File: src/rtl/lcd_mmio_controller_if.sv
// CPU-side MMIO bus for the LCD controller: a write strobe with offset and byte data,
// plus the combinational STATUS readback.
interface lcd_mmio_controller_if;
  logic        wr_en;
  logic [1:0]  addr;
  logic [7:0]  wdata;
  logic [31:0] rdata;

  modport master (output wr_en, addr, wdata, input  rdata);
  modport slave  (input  wr_en, addr, wdata, output rdata);
endinterface

File: src/rtl/lcd_mmio_controller.sv
// HD44780-style LCD driver: CPU byte writes are queued and replayed as
// setup / enable-pulse / hold / settle sequences on the LCD pins.
module lcd_mmio_controller #(
  parameter int FIFO_DEPTH        = 8,
  parameter int SETUP_CYCLES      = 2,
  parameter int PULSE_CYCLES      = 4,
  parameter int HOLD_CYCLES       = 2,
  parameter int CMD_WAIT_CYCLES   = 40,
  parameter int CLEAR_WAIT_CYCLES = 160
) (
  input  logic                  clk,
  input  logic                  rst_n,
  lcd_mmio_controller_if.slave  bus,
  output logic [7:0]            lcd_data,
  output logic [1:0]            lcd_ctrl,
  output logic                  lcd_enable,
  output logic                  busy
);

  function automatic int max_of(input int a, input int b);
    return (a > b) ? a : b;
  endfunction

  localparam int MAX_CYC = max_of(max_of(max_of(SETUP_CYCLES, PULSE_CYCLES),
                                         max_of(HOLD_CYCLES, CMD_WAIT_CYCLES)),
                                  CLEAR_WAIT_CYCLES);
  localparam int CNT_W  = $clog2(MAX_CYC) + 1;
  localparam int PTR_W  = $clog2(FIFO_DEPTH);
  localparam int FCNT_W = PTR_W + 1;

  localparam logic [1:0] ADDR_DATA   = 2'd0;
  localparam logic [1:0] ADDR_CMD    = 2'd1;
  localparam logic [1:0] ADDR_STATUS = 2'd2;
  localparam logic [1:0] ADDR_CTRL   = 2'd3;

  typedef enum logic [2:0] {S_IDLE, S_SETUP, S_PULSE, S_HOLD, S_WAIT} state_t;

  typedef struct packed {
    logic       rs;
    logic [7:0] data;
  } entry_t;

  entry_t              mem [FIFO_DEPTH];
  logic [PTR_W-1:0]    wr_ptr, rd_ptr;
  logic [FCNT_W-1:0]   count;
  logic                overflow;
  logic                full, empty;
  logic                push_req, push_ok, pop, clr_ovf;

  state_t              state, state_n;
  logic [CNT_W-1:0]    cnt, cnt_n;
  logic                enable_n;
  logic                rs;
  logic                is_clear;

  assign full     = (count == FCNT_W'(FIFO_DEPTH));
  assign empty    = (count == '0);
  assign push_req = bus.wr_en && (bus.addr == ADDR_DATA || bus.addr == ADDR_CMD);
  // A full queue can still take a byte on the edge the FSM pops one out.
  assign push_ok  = push_req && (!full || pop);
  assign clr_ovf  = bus.wr_en && (bus.addr == ADDR_CTRL) && bus.wdata[0];
  assign busy     = (state != S_IDLE) || !empty;
  assign lcd_ctrl = {rs, 1'b0};
  assign is_clear = !rs && (lcd_data == 8'h01 || lcd_data == 8'h02);

  // NOTE: queue storage has no reset; the pointers and count alone define what is valid.
  always_ff @(posedge clk) begin
    if (push_ok) mem[wr_ptr] <= entry_t'{rs: (bus.addr == ADDR_DATA), data: bus.wdata};
  end

  // NOTE: sequential state uses non-blocking assignments so every register samples pre-edge values.
  always_ff @(posedge clk or negedge rst_n) begin
    if (!rst_n) begin
      wr_ptr   <= '0;
      rd_ptr   <= '0;
      count    <= '0;
      overflow <= 1'b0;
    end else begin
      if (push_ok) wr_ptr <= wr_ptr + PTR_W'(1);
      if (pop)     rd_ptr <= rd_ptr + PTR_W'(1);
      case ({push_ok, pop})
        2'b10:   count <= count + FCNT_W'(1);
        2'b01:   count <= count - FCNT_W'(1);
        default: count <= count;
      endcase
      if (push_req && !push_ok) overflow <= 1'b1;
      else if (clr_ovf)         overflow <= 1'b0;
    end
  end

  // NOTE: every combinational output gets a default first so no path infers a latch.
  always_comb begin
    state_n  = state;
    cnt_n    = cnt;
    enable_n = lcd_enable;
    pop      = 1'b0;
    case (state)
      S_IDLE: begin
        if (!empty) begin
          pop     = 1'b1;
          cnt_n   = CNT_W'(SETUP_CYCLES - 1);
          state_n = S_SETUP;
        end
      end
      S_SETUP: begin
        if (cnt == '0) begin
          enable_n = 1'b1;
          cnt_n    = CNT_W'(PULSE_CYCLES - 1);
          state_n  = S_PULSE;
        end else begin
          cnt_n = cnt - CNT_W'(1);
        end
      end
      S_PULSE: begin
        if (cnt == '0) begin
          enable_n = 1'b0;
          cnt_n    = CNT_W'(HOLD_CYCLES - 1);
          state_n  = S_HOLD;
        end else begin
          cnt_n = cnt - CNT_W'(1);
        end
      end
      S_HOLD: begin
        if (cnt == '0) begin
          cnt_n   = is_clear ? CNT_W'(CLEAR_WAIT_CYCLES - 1) : CNT_W'(CMD_WAIT_CYCLES - 1);
          state_n = S_WAIT;
        end else begin
          cnt_n = cnt - CNT_W'(1);
        end
      end
      S_WAIT: begin
        if (cnt == '0) state_n = S_IDLE;
        else           cnt_n   = cnt - CNT_W'(1);
      end
      default: state_n = S_IDLE;
    endcase
  end

  // lcd_data/rs only move on the pop edge and are held through WAIT and IDLE.
  always_ff @(posedge clk or negedge rst_n) begin
    if (!rst_n) begin
      state      <= S_IDLE;
      cnt        <= '0;
      lcd_enable <= 1'b0;
      lcd_data   <= 8'h00;
      rs         <= 1'b0;
    end else begin
      state      <= state_n;
      cnt        <= cnt_n;
      lcd_enable <= enable_n;
      if (pop) begin
        lcd_data <= mem[rd_ptr].data;
        rs       <= mem[rd_ptr].rs;
      end
    end
  end

  always_comb begin
    bus.rdata = 32'h0;
    if (bus.addr == ADDR_STATUS) begin
      bus.rdata[0]    = full;
      bus.rdata[1]    = empty;
      bus.rdata[2]    = busy;
      bus.rdata[3]    = overflow;
      bus.rdata[15:8] = 8'(count);
    end
  end

endmodule

File: src/flat_wrapper.sv
// flat-port wrapper written by rule: the top's interface ports become plain ports
module lcd_mmio_controller_flat 
#(
  parameter int FIFO_DEPTH        = 8,
  parameter int SETUP_CYCLES      = 2,
  parameter int PULSE_CYCLES      = 4,
  parameter int HOLD_CYCLES       = 2,
  parameter int CMD_WAIT_CYCLES   = 40,
  parameter int CLEAR_WAIT_CYCLES = 160
)
  (clk, rst_n, lcd_data, lcd_ctrl, lcd_enable, busy, bus_wr_en, bus_addr, bus_wdata, bus_rdata);
  lcd_mmio_controller_if bus_i ();
  input  logic clk;
  input  logic rst_n;
  output logic [7:0] lcd_data;
  output logic [1:0] lcd_ctrl;
  output logic lcd_enable;
  output logic busy;
  input wire logic [$bits(bus_i.wr_en)-1:0] bus_wr_en;
  input wire logic [$bits(bus_i.addr)-1:0] bus_addr;
  input wire logic [$bits(bus_i.wdata)-1:0] bus_wdata;
  output wire logic [$bits(bus_i.rdata)-1:0] bus_rdata;
  assign bus_i.wr_en = bus_wr_en;
  assign bus_i.addr = bus_addr;
  assign bus_i.wdata = bus_wdata;
  assign bus_rdata = bus_i.rdata;
  lcd_mmio_controller #(.FIFO_DEPTH(FIFO_DEPTH), .SETUP_CYCLES(SETUP_CYCLES), .PULSE_CYCLES(PULSE_CYCLES), .HOLD_CYCLES(HOLD_CYCLES), .CMD_WAIT_CYCLES(CMD_WAIT_CYCLES), .CLEAR_WAIT_CYCLES(CLEAR_WAIT_CYCLES)) u_core (.clk(clk), .rst_n(rst_n), .bus(bus_i), .lcd_data(lcd_data), .lcd_ctrl(lcd_ctrl), .lcd_enable(lcd_enable), .busy(busy));
endmodule
File: config.mk
export PLATFORM = sky130hd
export DESIGN_NAME = lcd_mmio_controller_flat
export DESIGN_NICKNAME = d
export VERILOG_FILES = /design/src/rtl/lcd_mmio_controller_if.sv /design/src/rtl/lcd_mmio_controller.sv /design/src/flat_wrapper.sv
export SDC_FILE = /design/constraint.sdc
export NUM_CORES = 1
export LEC_CHECK = 0
export BUFFER_PORTS_ARGS = -buffer_cell sky130_fd_sc_hd__buf_2
export CAP_MARGIN = 20
export CORE_ASPECT_RATIO = 1.2
export CORE_MARGIN = 2
export CORE_UTILIZATION = 55
export CTS_BUF_LIST = sky130_fd_sc_hd__clkbuf_4 sky130_fd_sc_hd__clkbuf_8
export CTS_CLUSTER_DIAMETER = 200
export DETAILED_ROUTE_END_ITERATION = 6
export GPL_ROUTABILITY_DRIVEN = 0
export PLACE_DENSITY = 0.85
export SYNTH_ARGS = -nofsm -noshare
export SYNTH_HDL_FRONTEND = slang
export SYNTH_SLANG_ARGS = --single-unit
export TNS_END_PERCENT = 50
File: constraint.sdc
create_clock -name clk -period 2.3 [get_ports clk]
set_input_delay 0.115 -clock clk [delete_from_list [all_inputs] [get_ports clk]]
set_output_delay 0.115 -clock clk [all_outputs]
set_load 0.02 [all_outputs]
==> results of run 1 <==
cells in the final DEF (no fill, tap or decap), types with 2 or more instances in the layout:
master,n
sky130_fd_sc_hd__nand3_1,4
sky130_fd_sc_hd__buf_2,31
sky130_fd_sc_hd__a32oi_1,4
sky130_fd_sc_hd__o31ai_1,2
sky130_fd_sc_hd__o21ai_1,12
sky130_fd_sc_hd__inv_8,2
sky130_fd_sc_hd__o211ai_1,3
sky130_fd_sc_hd__clkbuf_8,9
sky130_fd_sc_hd__nor3_2,3
sky130_fd_sc_hd__o221ai_1,3
sky130_fd_sc_hd__o22ai_1,3
sky130_fd_sc_hd__mux4_2,18
sky130_fd_sc_hd__a211oi_1,2
sky130_fd_sc_hd__conb_1,25
sky130_fd_sc_hd__o21ai_0,3
sky130_fd_sc_hd__nor2_1,15
sky130_fd_sc_hd__or4_4,2
sky130_fd_sc_hd__a22oi_1,4
sky130_fd_sc_hd__nor2b_1,4
sky130_fd_sc_hd__inv_6,2
sky130_fd_sc_hd__and2_1,5
sky130_fd_sc_hd__a21oi_1,6
sky130_fd_sc_hd__edfxtp_1,72
sky130_fd_sc_hd__a31oi_1,4
sky130_fd_sc_hd__xor2_1,2
sky130_fd_sc_hd__buf_4,20
sky130_fd_sc_hd__inv_1,11
sky130_fd_sc_hd__mux2i_1,12
sky130_fd_sc_hd__nor3_1,8
sky130_fd_sc_hd__or3_1,2
sky130_fd_sc_hd__ha_1,6
sky130_fd_sc_hd__dlygate4sd3_1,6
sky130_fd_sc_hd__dfrtp_1,33
sky130_fd_sc_hd__nand2b_1,3
sky130_fd_sc_hd__mux2_1,3
sky130_fd_sc_hd__o311ai_0,2
sky130_fd_sc_hd__nand2_1,22
sky130_fd_sc_hd__or4_1,4
sky130_fd_sc_hd__xnor2_1,8
sky130_fd_sc_hd__clkinv_8,2
synthesized netlist by cell type (2+ instances only):
library cell	count	area (um^2)
sky130_fd_sc_hd__a31oi_1	4	25.0
sky130_fd_sc_hd__nand2b_1	3	18.8
sky130_fd_sc_hd__mux4_2	18	405
sky130_fd_sc_hd__or4_4	2	22.5
sky130_fd_sc_hd__o311ai_0	2	17.5
sky130_fd_sc_hd__edfxtp_1	72	2160
sky130_fd_sc_hd__o22ai_1	3	18.8
sky130_fd_sc_hd__o21ai_1	12	60.1
sky130_fd_sc_hd__o221ai_1	3	26.3
sky130_fd_sc_hd__buf_4	26	195
sky130_fd_sc_hd__inv_1	11	41.3
sky130_fd_sc_hd__o31ai_1	2	15.0
sky130_fd_sc_hd__buf_6	3	33.8
sky130_fd_sc_hd__a21oi_1	6	30.0
sky130_fd_sc_hd__nor3_2	2	20.0
sky130_fd_sc_hd__or3_1	2	12.5
sky130_fd_sc_hd__a211oi_1	2	15.0
sky130_fd_sc_hd__buf_2	6	30.0
sky130_fd_sc_hd__o211ai_1	3	22.5
sky130_fd_sc_hd__o21ai_0	3	15.0
sky130_fd_sc_hd__nor4_1	2	12.5
sky130_fd_sc_hd__and2_1	5	31.3
sky130_fd_sc_hd__nor3_1	9	45.0
sky130_fd_sc_hd__mux2i_1	12	120
sky130_fd_sc_hd__nor2b_1	4	25.0
sky130_fd_sc_hd__xnor2_1	8	70.1
sky130_fd_sc_hd__xor2_1	2	17.5
sky130_fd_sc_hd__nand2_1	22	82.6
sky130_fd_sc_hd__dfrtp_1	33	826
sky130_fd_sc_hd__a32oi_1	4	35.0
sky130_fd_sc_hd__a22oi_1	4	30.0
sky130_fd_sc_hd__nor2_1	16	60.1
sky130_fd_sc_hd__nand3_1	4	20.0
sky130_fd_sc_hd__or4_1	4	30.0
sky130_fd_sc_hd__buf_1	2	7.51
sky130_fd_sc_hd__ha_1	6	75.1
sky130_fd_sc_hd__mux2_1	3	33.8
sky130_fd_sc_hd__clkbuf_1	10	37.5
flip-flops by register name, summed over array words and instances, names as in the netlist:
| name | flops |
|---|---|
| u_core.mem | 72 |
| u_core.rs | 1 |
| u_core.state | 3 |
| u_core.overflow | 1 |
| u_core.lcd_data | 8 |
| u_core.rd_ptr | 3 |
| u_core.count | 4 |
| u_core.wr_ptr | 3 |
| u_core.lcd_enable | 1 |
| u_core.cnt | 9 |
how the worst max path moves through the flow:
stage                       end  slack, ns  cells past startpoint
2_1_floorplan  u_core.mem[1][0]      -0.02                      6
3_3_place_gp    u_core.count[2]       0.28                      6
3_5_place_dp      u_core.cnt[6]       0.20                      6
4_1_cts                    busy       0.04                      4
5_1_grt           u_core.cnt[4]       0.05                      6
6_report                   busy       0.14                      4
worst reg2reg max path, delay by kind of cell (launching register included):
kind	cells	cell delay, ns
DFF	1	0.39
AOI/OAI and AO/OA	3	0.52
and+or+nand+nor	2	0.69
adders and majority gates	1	0.32
xor gates and xnor gates	1	0.14
metal layers:
| layer | part of all wire, % | vias up | GRT usage (%) |
|---|---|---|---|
| met1 | 39 | 1533 | 25.8 |
| met2 | 52 | 147 | 36.0 |
| li1 | - | 1427 | - |
| met5 | 0 | - | 0 |
| met3 | 6.7 | 19 | 3.52 |
| met4 | 2.1 | 0 | 8.33 |
power by group through the flow:
stage	clock network, uW	registers, uW	logic [uW]
3_5_place_dp	0	2900	2170
4_1_cts	1180	2860	2190
2_1_floorplan	0	2760	1790
3_3_place_gp	0	2870	2100
5_1_grt	1270	2930	2440
6_report	1170	2870	2210
stage by stage:
stage	cells	utilization [%]	area (um^2)	total power (uW)
2_1_floorplan	388	-	5160	4560
3_3_place_gp	510	59.0	5300	4970
3_5_place_dp	510	59.0	5300	5070
4_1_cts	530	61.8	5550	6240
5_1_grt	534	62.2	5590	6640
6_report	534	62.2	5590	6250
cell type report:
| cell class | count | area share (%) |
|---|---|---|
| tap | 120 | 2.69 |
| clock inverter | 7 | 1.59 |
| sequential | 105 | 53.4 |
| clock buffer | 9 | 2.22 |
| inverter | 12 | 0.806 |
| timing repair buffer | 57 | 6.54 |
| multi-input combinational | 224 | 32.7 |
cells by family (layout without fill, tap and decap cells):
logic type                 count (synthesis)  after routing
AOI/OAI and AO/OA                         59             59
xor gates and xnor gates                  10             10
adders and majority gates                  7              7
buffers and inverters                     59             85
DFF                                      105            105
muxes                                     33             33
other                                      1             25
and+or+nand+nor                           90             90
timing repair:
action                                  4_1_cts  5_1_grt
endpoints found under the setup margin        0        3
hold endpoints to repair                     45       11
hold buffers                                  4        2
gates resized for setup                       0        1
setup buffers                                 0        2
==> impl_metrics.toml, run 1 <==
[synthesis]
ys.warnings.count = 0
synthesis.instances = 364
ys_async_sr_fraction_pct = 31.4
avgSynthCellArea_um2 = 13.9
synthMuxAreaShare_pct = 11.0
post_synth_instance_area_mm2 = 0.00506
synth-seq-area-share_pct = 59.0
leading_register_cell_type_out_of_synthesis = "sky130_fd_sc_hd__edfxtp_1"
post_synth_edffs = 72
synth_xor_area_share_pct = 1.73
combinational_family_with_the_most_area_after_synthesis = "multiplexers"
post_synth_and_or_nand_nor_area_fraction_pct = 10.8
synthDistinctLibCells = 67
synthAdderAreaFrac_pct = 1.88
synth_compound_area_share_pct = 8.55
postSynthRegisterBits = 105

[die]
fp.dieArea_mm2 = 0.00999
core_area_mm2 = 0.00899
row_count = 38
floorplan.initialDensity_pct = 56.3
die_height_um = 109
die_width_um = 91.6
top_level_ports = 57

[route]
drc_errors = 0
via_per_inst = 5.85
firstDrtPassIters = 4
postRouteWirelength_um = 9860
drtAntennaViolNets = 0
detail_route.iter0.violations = 298
route.detailed.wl_per_inst_um = 18.5
dr_total_vias = 3126

[layout]
num-nets-final = 429
multi_input_comb_area_mm2 = 0.00183
layout-area-overhead-vs-synth_pct = 10.4
ratio_of_cells_with_drive_above_1_in_the_final_layout_pct = 24.9
final.fill_count = 635
n_antenna_cell = 0
sequential_cell_area_mm2 = 0.00299

[worst_setup_path]
critPathRequiredTime_ns = 2.18
timing.critical_path.max_delay_family = "simple AND/OR/NAND/NOR gates"
ff2ff_path_depth = 7
cpPeakStageDelay_ns = 0.72
critPathKind = "reg -> out"
ff_to_ff_start = "u_core.state[2]"
worst_ep_arrival_time_ns = 2.04
worst_r2r_endpoint = "u_core.count[3]"
crit_path_buf_inv_count = 2
crit_path_start = "u_core.count[1]"
ff2ff_setup_slack_ns = 0.18
crit_path_start_kind = "flip-flop"
worstPathMaxFanout = 7
timing.critical_path.cells = "or4_1, nor2_2, inv_2, buf_2"
critical_path.endpoint_type = "primary output"
cell_at_the_slowest_stage_of_the_critical_path = "sky130_fd_sc_hd__or4_1"

[power]
cell_internal_pwr_uw = 3870
static-leakage-power_uw = 0.00208
p_sw_uw = 2380
power.share.switching_pct = 38.0
pwr-share-comb_pct = 35.4
power.density_mw_per_mm2 = 1120
power.share.clock_pct = 18.7
share_seq_of_total_power_pct = 45.9
ir_worst_vdd_uv = 491

[clocking]
cts-root-buf = "sky130_fd_sc_hd__clkbuf_8"
cts-root-to-sink-buffers = 2
clk_sink_count = 105
clk_pin_slew_worst_paths_ns = 0.12
cts-buffers-inserted = 9
clkLatencyLatePin_ns = 0.37
htree_num_levels = 3
tritoncts = "built"

[run]
cap_viol_max_count = 0

[timing]
finalHoldViolCount = 0
setup_tns_ns = 0
clock.fmax_mhz = 464
final_period_minus_worst_setup_slack_ns = 2.16
grt_setup_unrepaired = "false"
timing_max_transition_violations_final = 0
worst_slack_ns = 0.143
tightest_slew_ns = 0.818
timing.final.crit_share_pct = 93.8
whs_ns = 0.0141
timing.slew.headroom_pct = 45.5
finalClockSkew_ns = 0.00888
finalSetupViolations = 0

[global_route]
grt_antenna_before_repair = 0
grt_max_degree = 34
grt_use_total_pct = 20.6
grt_pass1_vias = 3071
globalRoute.totalOverflow = 0
grt_first_pass_wirelength_um = 15600

[placed_design]
dp_hpwl_um = 6700
total_of_buffers_placed_on_input_and_output_ports = 31
detailedPlace.worstSlack_ns = 0.195

[outcome]
run_status = "finished, final reports clean"

[min_path]
hold_depth = 1
min_from = "bus_wdata[2]"
holdCritPathClass = "in -> reg"
timing.hold.worst_endpoint = "u_core.mem[7][2]"
Note: power is estimated with default switching activity, not from simulation.
==> run 2: changes to the inputs <==
--- a/config.mk
+++ b/config.mk
@@ -15,6 +15,7 @@
 export DETAILED_ROUTE_END_ITERATION = 6
 export GPL_ROUTABILITY_DRIVEN = 0
 export PLACE_DENSITY = 0.85
+export RECOVER_POWER = 100
 export SYNTH_ARGS = -nofsm -noshare
 export SYNTH_HDL_FRONTEND = slang
 export SYNTH_SLANG_ARGS = --single-unit
==> run 2 against run 1 <==
The run now ends with max-capacitance violations, max-slew violations left. Cell count did not move. Clock power about the same. Highest routed layer unchanged. Routed wire length is essentially flat. Utilization shrank 0.79 points. Fmax down 0.86%. Combinational power fell by 3%. Worst setup slack got worse by 0.019 ns. Largest cell class unchanged. Die area did not move.
==> impl_metrics.toml, run 2 (synthesis results as in run 1) <==
[outcome]
run_status = "finished with violations"
violated_checks = "max-capacitance violations, max-slew violations"

[worst_setup_path]
ff2ff_path_depth = 6
crit_path_start = "u_core.state[2]"
critPathRequiredTime_ns = 2.35
worstPathMaxFanout = 9
worst_r2r_endpoint = "u_core.mem[6][0]"
critPathCapture = "u_core.mem[6][0]"
ff2ff_setup_slack_ns = 0.12
crit_path_start_kind = "flip-flop"
critical_path.endpoint_type = "flip-flop"
ff_to_ff_start = "u_core.state[2]"
critPathKind = "reg -> reg"
worst_ep_arrival_time_ns = 2.23

[layout]
final.fill_count = 660
num-nets-final = 429
number_of_flip_flops_in_the_largest_register = 72
ratio_of_cells_with_drive_above_1_in_the_final_layout_pct = 17.9
multi_input_comb_area_mm2 = 0.00182
max_flop_register = "u_core.mem"
registers_with_the_most_flip_flops = "u_core.mem: 72 flops, u_core.cnt: 9 flops, u_core.lcd_data: 8 flops"
sequential_cell_area_mm2 = 0.00299
layout-area-overhead-vs-synth_pct = 9.02
mostFrequentLayoutCell = "sky130_fd_sc_hd__edfxtp_1"
most-common-layout-cells = "sky130_fd_sc_hd__edfxtp_1, sky130_fd_sc_hd__dfrtp_1, sky130_fd_sc_hd__clkbuf_1"
n_antenna_cell = 0

[timing]
finalSetupViolations = 0
timing_max_transition_violations_final = 34
worst_slack_ns = 0.124
timing.final.crit_share_pct = 94.6
timing.slew.headroom_pct = -20.4
clock.fmax_mhz = 460
finalHoldViolCount = 0
tightest_slew_ns = 1.81
finalClockSkew_ns = 0.00948
final_period_minus_worst_setup_slack_ns = 2.18
grt_setup_unrepaired = "false"

[die]
floorplan.initialDensity_pct = 56.3
fp.dieArea_mm2 = 0.00999
row_count = 38
top_level_ports = 57
core_area_mm2 = 0.00899
die_width_um = 91.6
die_height_um = 109

[power]
power.density_mw_per_mm2 = 1120
power_uw = 6190
static-leakage-power_uw = 0.00198
ir_worst_vdd_uv = 494

[min_path]
holdCritPathClass = "in -> reg"
min_from = "bus_wr_en"
hold_depth = 3

[global_route]
grt_use_total_pct = 20.6
grt_max_degree = 34
grt_first_pass_wirelength_um = 15600
grt_pass1_vias = 3071
grt_antenna_before_repair = 0
globalRoute.totalOverflow = 0

[placed_design]
dp_hpwl_um = 6700
total_of_buffers_placed_on_input_and_output_ports = 31
detailedPlace.worstSlack_ns = 0.195

[clocking]
cts-buffers-inserted = 9
cts-root-buf = "sky130_fd_sc_hd__clkbuf_8"
cts-root-to-sink-buffers = 2
clkLatencyLatePin_ns = 0.37
tritoncts = "built"
htree_num_levels = 3
clk_sink_count = 105
clk_pin_slew_worst_paths_ns = 0.11

[route]
via_per_inst = 5.94
postRouteWirelength_um = 9850
route.detailed.wl_per_inst_um = 18.4
firstDrtPassIters = 5
dr_total_vias = 3170
drc_errors = 0
detail_route.iter0.violations = 246
drtAntennaViolNets = 0

[run]
cap_viol_max_count = 1
run 2: changes by cell type in the layout (fill, tap and decap cells not counted), sizes merged:
cell    before  now
buf         51   13
clkbuf       9   47
run 2: cell type report:
cell class / count / area share, %
multi-input combinational: 224 / 32.9
clock inverter: 7 / 1.61
tap: 120 / 2.72
sequential: 105 / 54.1
inverter: 12 / 0.816
timing repair buffer: 57 / 5.53
clock buffer: 9 / 2.24
run 2: worst min-delay path by stage:
stage	to
after detailed placement	u_core.cnt[3]
after global routing	u_core.overflow
after floorplan	u_core.cnt[0]
after CTS	u_core.mem[6][6]
final	u_core.overflow
after global placement	u_core.cnt[0]
run 2: timing repair:
action	in CTS	in global routing
setup endpoints to repair	0	3
hold buffers	4	2
hold endpoints to repair	45	11
resized for setup	0	1
buffers inserted	0	2
run 2: per-stage QoR:
step	TNS, ns	util [%]	instance area, um^2	cells	hold slack (ns)
4_1_cts	0	61.8	5550	530	0.000314
2_1_floorplan	-0.542	-	5160	388	-0.181
3_3_place_gp	0	59.0	5300	510	0.211
6_report	0	61.4	5520	534	0.0706
5_1_grt	0	61.4	5520	534	0.0831
3_5_place_dp	0	59.0	5300	510	0.223
run 2: where the power goes:
group	switching, uW	internal [uW]
Clock	721	450
Combinational	1160	988
Sequential	492	2380
Total	2370	3820
run 2: critical path, stage by stage (launching register included):
cell,delay [ns]
sky130_fd_sc_hd__dfrtp_1,0.39
sky130_fd_sc_hd__or3_1,0.42
sky130_fd_sc_hd__clkbuf_2,0.27
sky130_fd_sc_hd__a21boi_4,0.19
sky130_fd_sc_hd__nand2_1,0.14
sky130_fd_sc_hd__nor2_1,0.15
sky130_fd_sc_hd__clkbuf_2,0.31
run 2: layer usage:
layer	up-vias	wire [um]	track usage (%)	share of wire, %
li1	1426	-	-	-
met1	1567	3880	25.8	39
met2	153	5060	36.0	51
met3	24	682	3.52	6.9
met4	0	227	8.33	2.3
met5	-	0	0	0
